[src/rtl/comp_pkg.sv]
// Shared types and constants for the hysteresis comparator.
package comp_pkg;

    // Tracker state: ST_INIT until the first valid sample picks a side.
    typedef enum logic [1:0] {
        ST_INIT  = 2'd0,
        ST_BELOW = 2'd1,
        ST_ABOVE = 2'd2
    } comp_state_e;

    // Width of the crossing counter output.
    localparam int CROSS_CNT_W = 16;

endpackage

[src/rtl/comp_core.sv]
// Combinational compare core: extends operands to WIDTH+2 bits so that
// b+hyst and b-hyst never wrap, then produces the raw flags and the two
// hysteresis qualification terms.
module comp_core #(
    parameter int WIDTH = 8
) (
    input  logic [WIDTH-1:0] a,
    input  logic [WIDTH-1:0] b,
    input  logic [WIDTH-1:0] hyst,
    input  logic             signed_mode,
    output logic             gt,
    output logic             lt,
    output logic             eq,
    output logic             qual_rise,
    output logic             qual_fall
);

    localparam int EW = WIDTH + 2;

    logic signed [EW-1:0] a_ext;
    logic signed [EW-1:0] b_ext;
    logic signed [EW-1:0] hyst_ext;
    logic signed [EW-1:0] b_hi;
    logic signed [EW-1:0] b_lo;

    // Operand extension and hysteresis window edges in widened arithmetic.
    always_comb begin
        a_ext    = signed_mode ? {{2{a[WIDTH-1]}}, a} : {2'b00, a};
        b_ext    = signed_mode ? {{2{b[WIDTH-1]}}, b} : {2'b00, b};
        hyst_ext = {2'b00, hyst};
        b_hi     = b_ext + hyst_ext;
        b_lo     = b_ext - hyst_ext;
    end

    assign gt        = (a_ext > b_ext);
    assign lt        = (a_ext < b_ext);
    assign eq        = (a_ext == b_ext);
    assign qual_rise = (a_ext > b_hi);
    assign qual_fall = (a_ext < b_lo);

endmodule

[src/rtl/comp_hyst.sv]
// Streaming magnitude comparator with hysteresis and debounce.
// Raw flags are registered copies of the compare; a three-state tracker
// produces a debounced 'above' level plus one-cycle rise/fall pulses.
// Optional feature: define COMP_CROSS_CNT_EN to build a saturating
// crossing counter on cross_cnt; otherwise cross_cnt is tied to 0.
module comp_hyst
    import comp_pkg::*;
#(
    parameter int WIDTH    = 8,
    parameter int DEBOUNCE = 3
) (
    input  logic                   clk,
    input  logic                   rst,
    input  logic                   in_valid,
    input  logic [WIDTH-1:0]       a,
    input  logic [WIDTH-1:0]       b,
    input  logic [WIDTH-1:0]       hyst,
    input  logic                   signed_mode,
    output logic                   out_valid,
    output logic                   gt,
    output logic                   lt,
    output logic                   eq,
    output logic                   above,
    output logic                   rise,
    output logic                   fall,
    output logic [CROSS_CNT_W-1:0] cross_cnt
);

    localparam int CNT_W = $clog2(DEBOUNCE + 1);
    localparam logic [CNT_W-1:0] CNT_LAST = CNT_W'(DEBOUNCE - 1);

    logic core_gt, core_lt, core_eq, qual_rise, qual_fall;

    comp_state_e      state, state_next;
    logic [CNT_W-1:0] cnt, cnt_next;
    logic             above_next, rise_next, fall_next;

    comp_core #(.WIDTH(WIDTH)) u_core (
        .a           (a),
        .b           (b),
        .hyst        (hyst),
        .signed_mode (signed_mode),
        .gt          (core_gt),
        .lt          (core_lt),
        .eq          (core_eq),
        .qual_rise   (qual_rise),
        .qual_fall   (qual_fall)
    );

    // Raw flag pipeline: out_valid follows in_valid, flags hold when idle.
    always_ff @(posedge clk or posedge rst) begin
        if (rst) begin
            out_valid <= 1'b0;
            gt        <= 1'b0;
            lt        <= 1'b0;
            eq        <= 1'b0;
        end else begin
            out_valid <= in_valid;
            if (in_valid) begin
                gt <= core_gt;
                lt <= core_lt;
                eq <= core_eq;
            end
        end
    end

    // Tracker next-state: debounce qualifying samples, toggle on the last one.
    always_comb begin
        state_next = state;
        cnt_next   = cnt;
        above_next = above;
        rise_next  = 1'b0;
        fall_next  = 1'b0;
        if (in_valid) begin
            case (state)
                ST_INIT: begin
                    state_next = core_gt ? ST_ABOVE : ST_BELOW;
                    above_next = core_gt;
                    cnt_next   = '0;
                end
                ST_BELOW: begin
                    if (!qual_rise) begin
                        cnt_next = '0;
                    end else if (cnt == CNT_LAST) begin
                        state_next = ST_ABOVE;
                        above_next = 1'b1;
                        rise_next  = 1'b1;
                        cnt_next   = '0;
                    end else begin
                        cnt_next = cnt + 1'b1;
                    end
                end
                ST_ABOVE: begin
                    if (!qual_fall) begin
                        cnt_next = '0;
                    end else if (cnt == CNT_LAST) begin
                        state_next = ST_BELOW;
                        above_next = 1'b0;
                        fall_next  = 1'b1;
                        cnt_next   = '0;
                    end else begin
                        cnt_next = cnt + 1'b1;
                    end
                end
                default: begin
                    state_next = ST_INIT;
                    above_next = 1'b0;
                    cnt_next   = '0;
                end
            endcase
        end
    end

    // Tracker state register and registered level/pulse outputs.
    always_ff @(posedge clk or posedge rst) begin
        if (rst) begin
            state <= ST_INIT;
            cnt   <= '0;
            above <= 1'b0;
            rise  <= 1'b0;
            fall  <= 1'b0;
        end else begin
            state <= state_next;
            cnt   <= cnt_next;
            above <= above_next;
            rise  <= rise_next;
            fall  <= fall_next;
        end
    end

`ifdef COMP_CROSS_CNT_EN
    logic [CROSS_CNT_W-1:0] cross_reg;

    // Saturating count of debounced crossings, updated with the pulse.
    always_ff @(posedge clk or posedge rst) begin
        if (rst) begin
            cross_reg <= '0;
        end else if ((rise_next || fall_next) && (cross_reg != '1)) begin
            cross_reg <= cross_reg + 1'b1;
        end
    end

    assign cross_cnt = cross_reg;
`else
    assign cross_cnt = '0;
`endif

endmodule

[config.mk]
export PLATFORM = sky130hd
export DESIGN_NAME = comp_hyst
export DESIGN_NICKNAME = d
export VERILOG_FILES = /design/src/rtl/comp_pkg.sv /design/src/rtl/comp_core.sv /design/src/rtl/comp_hyst.sv
export SDC_FILE = /design/constraint.sdc
export NUM_CORES = 1
export LEC_CHECK = 0
export CAP_MARGIN = 5
export CORE_MARGIN = 1.5
export CORE_UTILIZATION = 34
export DETAILED_ROUTE_END_ITERATION = 7
export PLACE_DENSITY_LB_ADDON = 0.1
export SYNTH_ARGS = -nofsm -noshare
export SYNTH_HDL_FRONTEND = slang
export SYNTH_HIERARCHICAL = 1
export SYNTH_SLANG_ARGS = --single-unit
[constraint.sdc]
create_clock -name clk -period 1.94 [get_ports clk]
set_clock_uncertainty 0.1 [all_clocks]
set_input_delay 0.388 -clock clk [delete_from_list [all_inputs] [get_ports clk]]
set_output_delay 0.388 -clock clk [all_outputs]
set_load 0.05 [all_outputs]
Word level (Yosys, flattened, before mapping)
Index checks and enable logic that the tools add are counted.
{ "classes": {"addsub": 3, "n_mul": 0, "n_div": 0, "order_cmp": 4, "eq_ne": 8, "n_shift": 0, "muxes": 24, "n_bitwise": 0, "n_reduce_logical": 2} }
{ "op_table": {"columns": ["cell", "n"], "rows": [
  ["> comparator 10 bit", 2],
  ["less-than comparator 10 bit", 2],
  ["two-way mux 10 bit", 2],
  ["two-way mux 2 bit", 8],
  ["two-way mux 1 bit", 11],
  ["adder 10 x 9 -> 10 bit", 1],
  ["equality test 10 bit", 1],
  ["subtractor 10 x 9 -> 10 bit", 1],
  ["!= test 2 bit, second input constant", 4],
  ["case mux 2 bit (3 select lines)", 1],
  ["AND reduction 5 bit", 1],
  ["equality test 2 bit, second input constant", 2],
  ["case mux 2 bit (2 select lines)", 1],
  ["case mux 1 bit (3 select lines)", 1],
  ["adder 2 x 1 -> 2 bit, second input constant", 1],
  ["equality test 2 x 1 -> 1 bit, second input constant", 1],
  ["logical NOT 2 bit", 1]
]} }
{ "totals": {"regBits": 11, "latchBits": 0, "ram_bits": 0, "romBits": 0, "in_bits": 28, "out_inout_bits": 23, "word_cells": 50, "memories": 0} }

Logic depth before layout (Yosys ltp)
{ "depth": {"word_depth": 6, "ltp_mapped": 18, "ltp_nobuf": 17} }

Modules after synthesis
The synthesis kept the hierarchy.
{ "by_module_without_submodules": {"columns": ["mod", "instances", "cells_per_inst", "area_per_inst_um2", "seq_area_each_um2"], "rows": [
  ["comp_core", 1, 189, 1407.6, 0.0],
  ["comp_hyst", 1, 62, 694.4, 275.3]
]} }

Least setup slack after synthesis
No wires, ideal clock.
{ "synth_path": {"kind": "input port to flip-flop", "from": "input port b[0]", "to": "register state[1]", "setup_ps": 131, "arrival_time_ps": 3293, "required_ps": 1709, "setup_slack_ps": -1584, "cell_stages": 16, "n_path_buf": 0, "cell_sequence": "ha_1 > fa_1 > nor2b_1 > o21ai_0 > a21oi_1 > o221a_2 > xor2_1 > ha_1 > nand4_1 > a211oi_1 > o32ai_1 > a31oi_1 > nand2b_1 > o2111ai_4 > a311oi_1 > a21oi_1"} }
{ "synth_via": {"elab_chain_cells": 5, "elab_cells_between_ends": 11, "cone_classes": "2 x add/sub; 3 x order compare; 2 x eq/ne; 3 x mux; 1 x reduce/logical"} }
{ "synth_rtl": {"columns": ["item", "line_no", "source"], "rows": [
  ["start, declared", "comp_hyst.sv:16", "input logic [WIDTH-1:0] b,"],
  ["two-way mux 10 bit", "comp_core.sv:29", "b_ext = signed_mode ? {{2{b[WIDTH-1]}}, b} : {2'b00, b};"],
  ["adder 10 x 9 -> 10 bit", "comp_core.sv:31", "b_hi = b_ext + hyst_ext;"],
  ["> comparator 10 bit", "comp_core.sv:38", "assign qual_rise = (a_ext > b_hi);"],
  ["named net qual_rise", "comp_hyst.sv:32", "logic core_gt, core_lt, core_eq, qual_rise, qual_fall;"],
  ["!= test 2 bit (no line)", null, null],
  ["AND reduction 5 bit (no line)", null, null],
  ["end signal, assigned", "comp_hyst.sv:123", "state <= state_next;"],
  ["end, declared", "comp_hyst.sv:34", "comp_state_e state, state_next;"]
]} }
The timed path passes the listed nets, and every way through them passes these cells.
A chain may end at the register's enable or synchronous reset.

Final worst setup path
Same ends and word-level chain as after synthesis.

==> flow_metrics.py <==
metrics = {
    "pwr": {
        "p_leak_nw": 1.70,
        "irDropWorstVdd_mv": 0.467,
        "finalPower_mw": 1.94,
        "p_per_area_nw_per_um2": 564,
    },
    "floorplan": {
        "die_w_um": 81.6,
        "core.rowCount": 28,
        "die_area_um2": 6660,
        "start_util": 0.353,
        "die_h_um": 81.6,
        "coreArea_um2": 5960,
        "ios": 51,
    },
    "clock_tree": {
        "cts_sinks": 11,
        "cts_tree": "yes",
        "htree_levels": 1,
        "numCtsBuffers": 3,
        "cts_hold_buf": 0,
        "clock_tree.root_cell": "clkbuf_8",
        "clk_path_buf_depth": 2,
        "clkLatencyLatePin_ns": 0.23,
        "clkTransAtPathRegs_ns": 0.05,
    },
    "min_path": {
        "hold_path_class": "in2async",
    },
    "run_status": {
        "violations": "setup timing",
        "status": "complete, but fails checks",
    },
    "logic_synthesis": {
        "yosys.area.top_type_share": 0.292,
        "syn_avg_cell_area_um2": 8.37,
        "yosys.area.top_type": "ha_1",
        "ys_seq_elements": 11,
        "seq_area_frac_synth": 0.131,
        "yosysMostFrequentCell": "ha_1",
        "yosys_warnings": 6,
        "synth_enable_flop_cells": 0,
        "syn_inst": 251,
        "syn_area_um2": 2100,
        "synth.distinct_cells": 50,
        "synth_commonest_cells": "49 x ha_1, 36 x inv_1, 20 x nor2_1, 17 x a21oi_1, 16 x buf_4",
        "synthFlopType": "dfrtp_1",
        "synth_area_leaders": "ha_1 29%, dfrtp_1 13%, inv_1 6.4%",
        "async_flop_share": 1.00,
    },
    "setup_path": {
        "critPathMaxFanout": 6,
        "crit_family": "compound AO/OA/AOI/OAI gates",
        "startpoint_type": "input pin",
        "cp_slowest_stage_delay_ns": 0.36,
        "crit_type": "in2reg",
        "end_kind": "register",
        "worstSetupStartpoint": "b[0]",
        "slowest_stage": "fa_2",
        "worstPathArrival_ns": 3.41,
        "path_buf_inv": 1,
        "timing.rr.start": "state[1]",
        "cp.required_ns": 1.95,
        "path_cells": "buf_12 -> ha_4 -> fa_2 -> nor2b_4 -> o21ai_2 -> a21oi_2 -> o221a_2 -> xor2_1 -> ha_1 -> nand4_1 -> a211oi_2 -> o32ai_1 -> a31oi_1 -> nand2b_4 -> o2111ai_4 -> a311oi_2 -> a21oi_1",
    },
    "placement": {
        "placed_area_um2": 2960,
        "pre_cts_slack_ns": -2.21,
        "place_congestion": 0.793,
        "numPortBuffers": 34,
        "dpl.cell_count": 411,
        "dpl.hpwl_um": 4340,
    },
    "sta": {
        "setup_viol": 9,
        "min_period_ns": 3.40,
        "hold_viol": 0,
        "holdWs_ns": 0.353,
        "fmax_mhz": 294,
        "slew_viol_final": 0,
        "fin_ws_ns": -1.46,
        "fin_tns_setup_ns": -9.28,
        "fin_crit_sh": 1.75,
        "rsz0062_at_grt": "true",
    },
    "final_layout": {
        "nFillCells": 548,
        "fin_util": 0.578,
        "synthToLayoutAreaGrowth_pct": 63.9,
        "antenna_cells": 0,
        "drive_above_1_share": 0.447,
        "finalInstanceArea_um2": 3440,
        "fin_nets": 431,
        "final_cells": 426,
    },
    "routing": {
        "antenna_left": 0,
        "drcViolationCount": 0,
        "wirelength_um": 5270,
        "met3_length_um": 108,
        "via_per_inst": 4.75,
        "wl_met2_um": 2880,
        "wl_met1_um": 2250,
        "vias": 2024,
        "drt_iter0_markers": 16,
        "first_pass_iters": 4,
        "wl_per_cell_um": 12.4,
        "top_layer": "met4",
    },
    "grt": {
        "grt_max_degree": 12,
        "grt_usage": 0.165,
        "grt_pass1_vias": 2041,
        "antenna_found_initial": 0,
        "grt_overflow": 0,
        "grt_pass1_wl_um": 8680,
    },
    "job": {
        "maxCapViolations": 0,
    },
}
repair_timing:
action | 4_1_cts | 5_1_grt
setup endpoints to repair | 10 | 10
pin swaps | 39 | 21
resized for setup | 105 | 35
setup buffers | 10 | 5
per-layer routing:
metal	vias up	GRT usage
met5	-	0
met4	0	0.0305
met3	5	0.00333
met2	30	0.338
met1	949	0.188
li1	1040	-
cell usage in the layout (no fill, tap or decap), types with 3 or more instances in the layout:
master,instances
buf_6,13
a21o_1,5
ha_4,14
xor2_1,4
dfrtp_1,11
nand2_2,3
nand2_1,7
dlymetal6s2s_1,4
conb_1,16
buf_2,6
ha_1,33
a21oi_2,6
clkdlybuf4s50_1,5
buf_4,63
nand4_1,5
a21oi_4,3
mux2i_1,3
nor2_1,18
nor3_1,3
inv_1,26
a21oi_1,9
inv_2,8
clkbuf_8,3
dlygate4sd2_1,8
xnor2_1,8
kinds of logic after synthesis:
group / synth area share
AND/OR/NAND/NOR: 0.148
buffers and inverters: 0.141
AO/OA/AOI/OAI: 0.187
adder cells (fa/ha/maj): 0.311
XOR/XNOR: 0.0500
flip-flops: 0.131
multiplexers: 0.0304
other: 0.00178
layout make-up:
type | count | area, µm² | area share
clock buffers | 4 | 45.0 | 0.0131
inverters | 36 | 150 | 0.0436
multi-input cells | 198 | 2020 | 0.586
flip-flops and latches | 11 | 275 | 0.0799
well taps | 75 | 93.8 | 0.0272
repair buffers | 102 | 861 | 0.250
sequential cells by signal, summed over array words and instances, names as in the netlist:
name       cells
above          1
eq             1
fall           1
gt             1
rise           1
out_valid      1
lt             1
state          2
cnt            2
worst reg2reg max path: cells and delay by family, from the launching register on:
kind	cells	cell delay (ns)
adder cells (fa/ha/maj)	1	0.23
AND/OR/NAND/NOR	2	0.15
buffers and inverters	1	0.18
AO/OA/AOI/OAI	2	0.55
flip-flops	1	0.45
path summary, 6_finish.rpt:
check | end | slack (ns) | cells past startpoint
setup / recovery | state[1] | -1.46 | 17
hold / removal | out_valid | 0.35 | 2
setup reg to reg | state[0] | 0.16 | 6
hold reg to reg | eq | 0.40 | 1
max in group asynchronous | eq | 1.10 | 2
min in group clk | eq | 0.40 | 1
where the power goes:
| group | total [mW] | switching, mW | internal (mW) |
|---|---|---|---|
| sequential | 0.334 | 0.0548 | 0.279 |
| combinational | 1.39 | 0.726 | 0.660 |
| clock | 0.223 | 0.0798 | 0.144 |
| total | 1.94 | 0.860 | 1.08 |
Note: power is estimated with default switching activity, not from simulation.
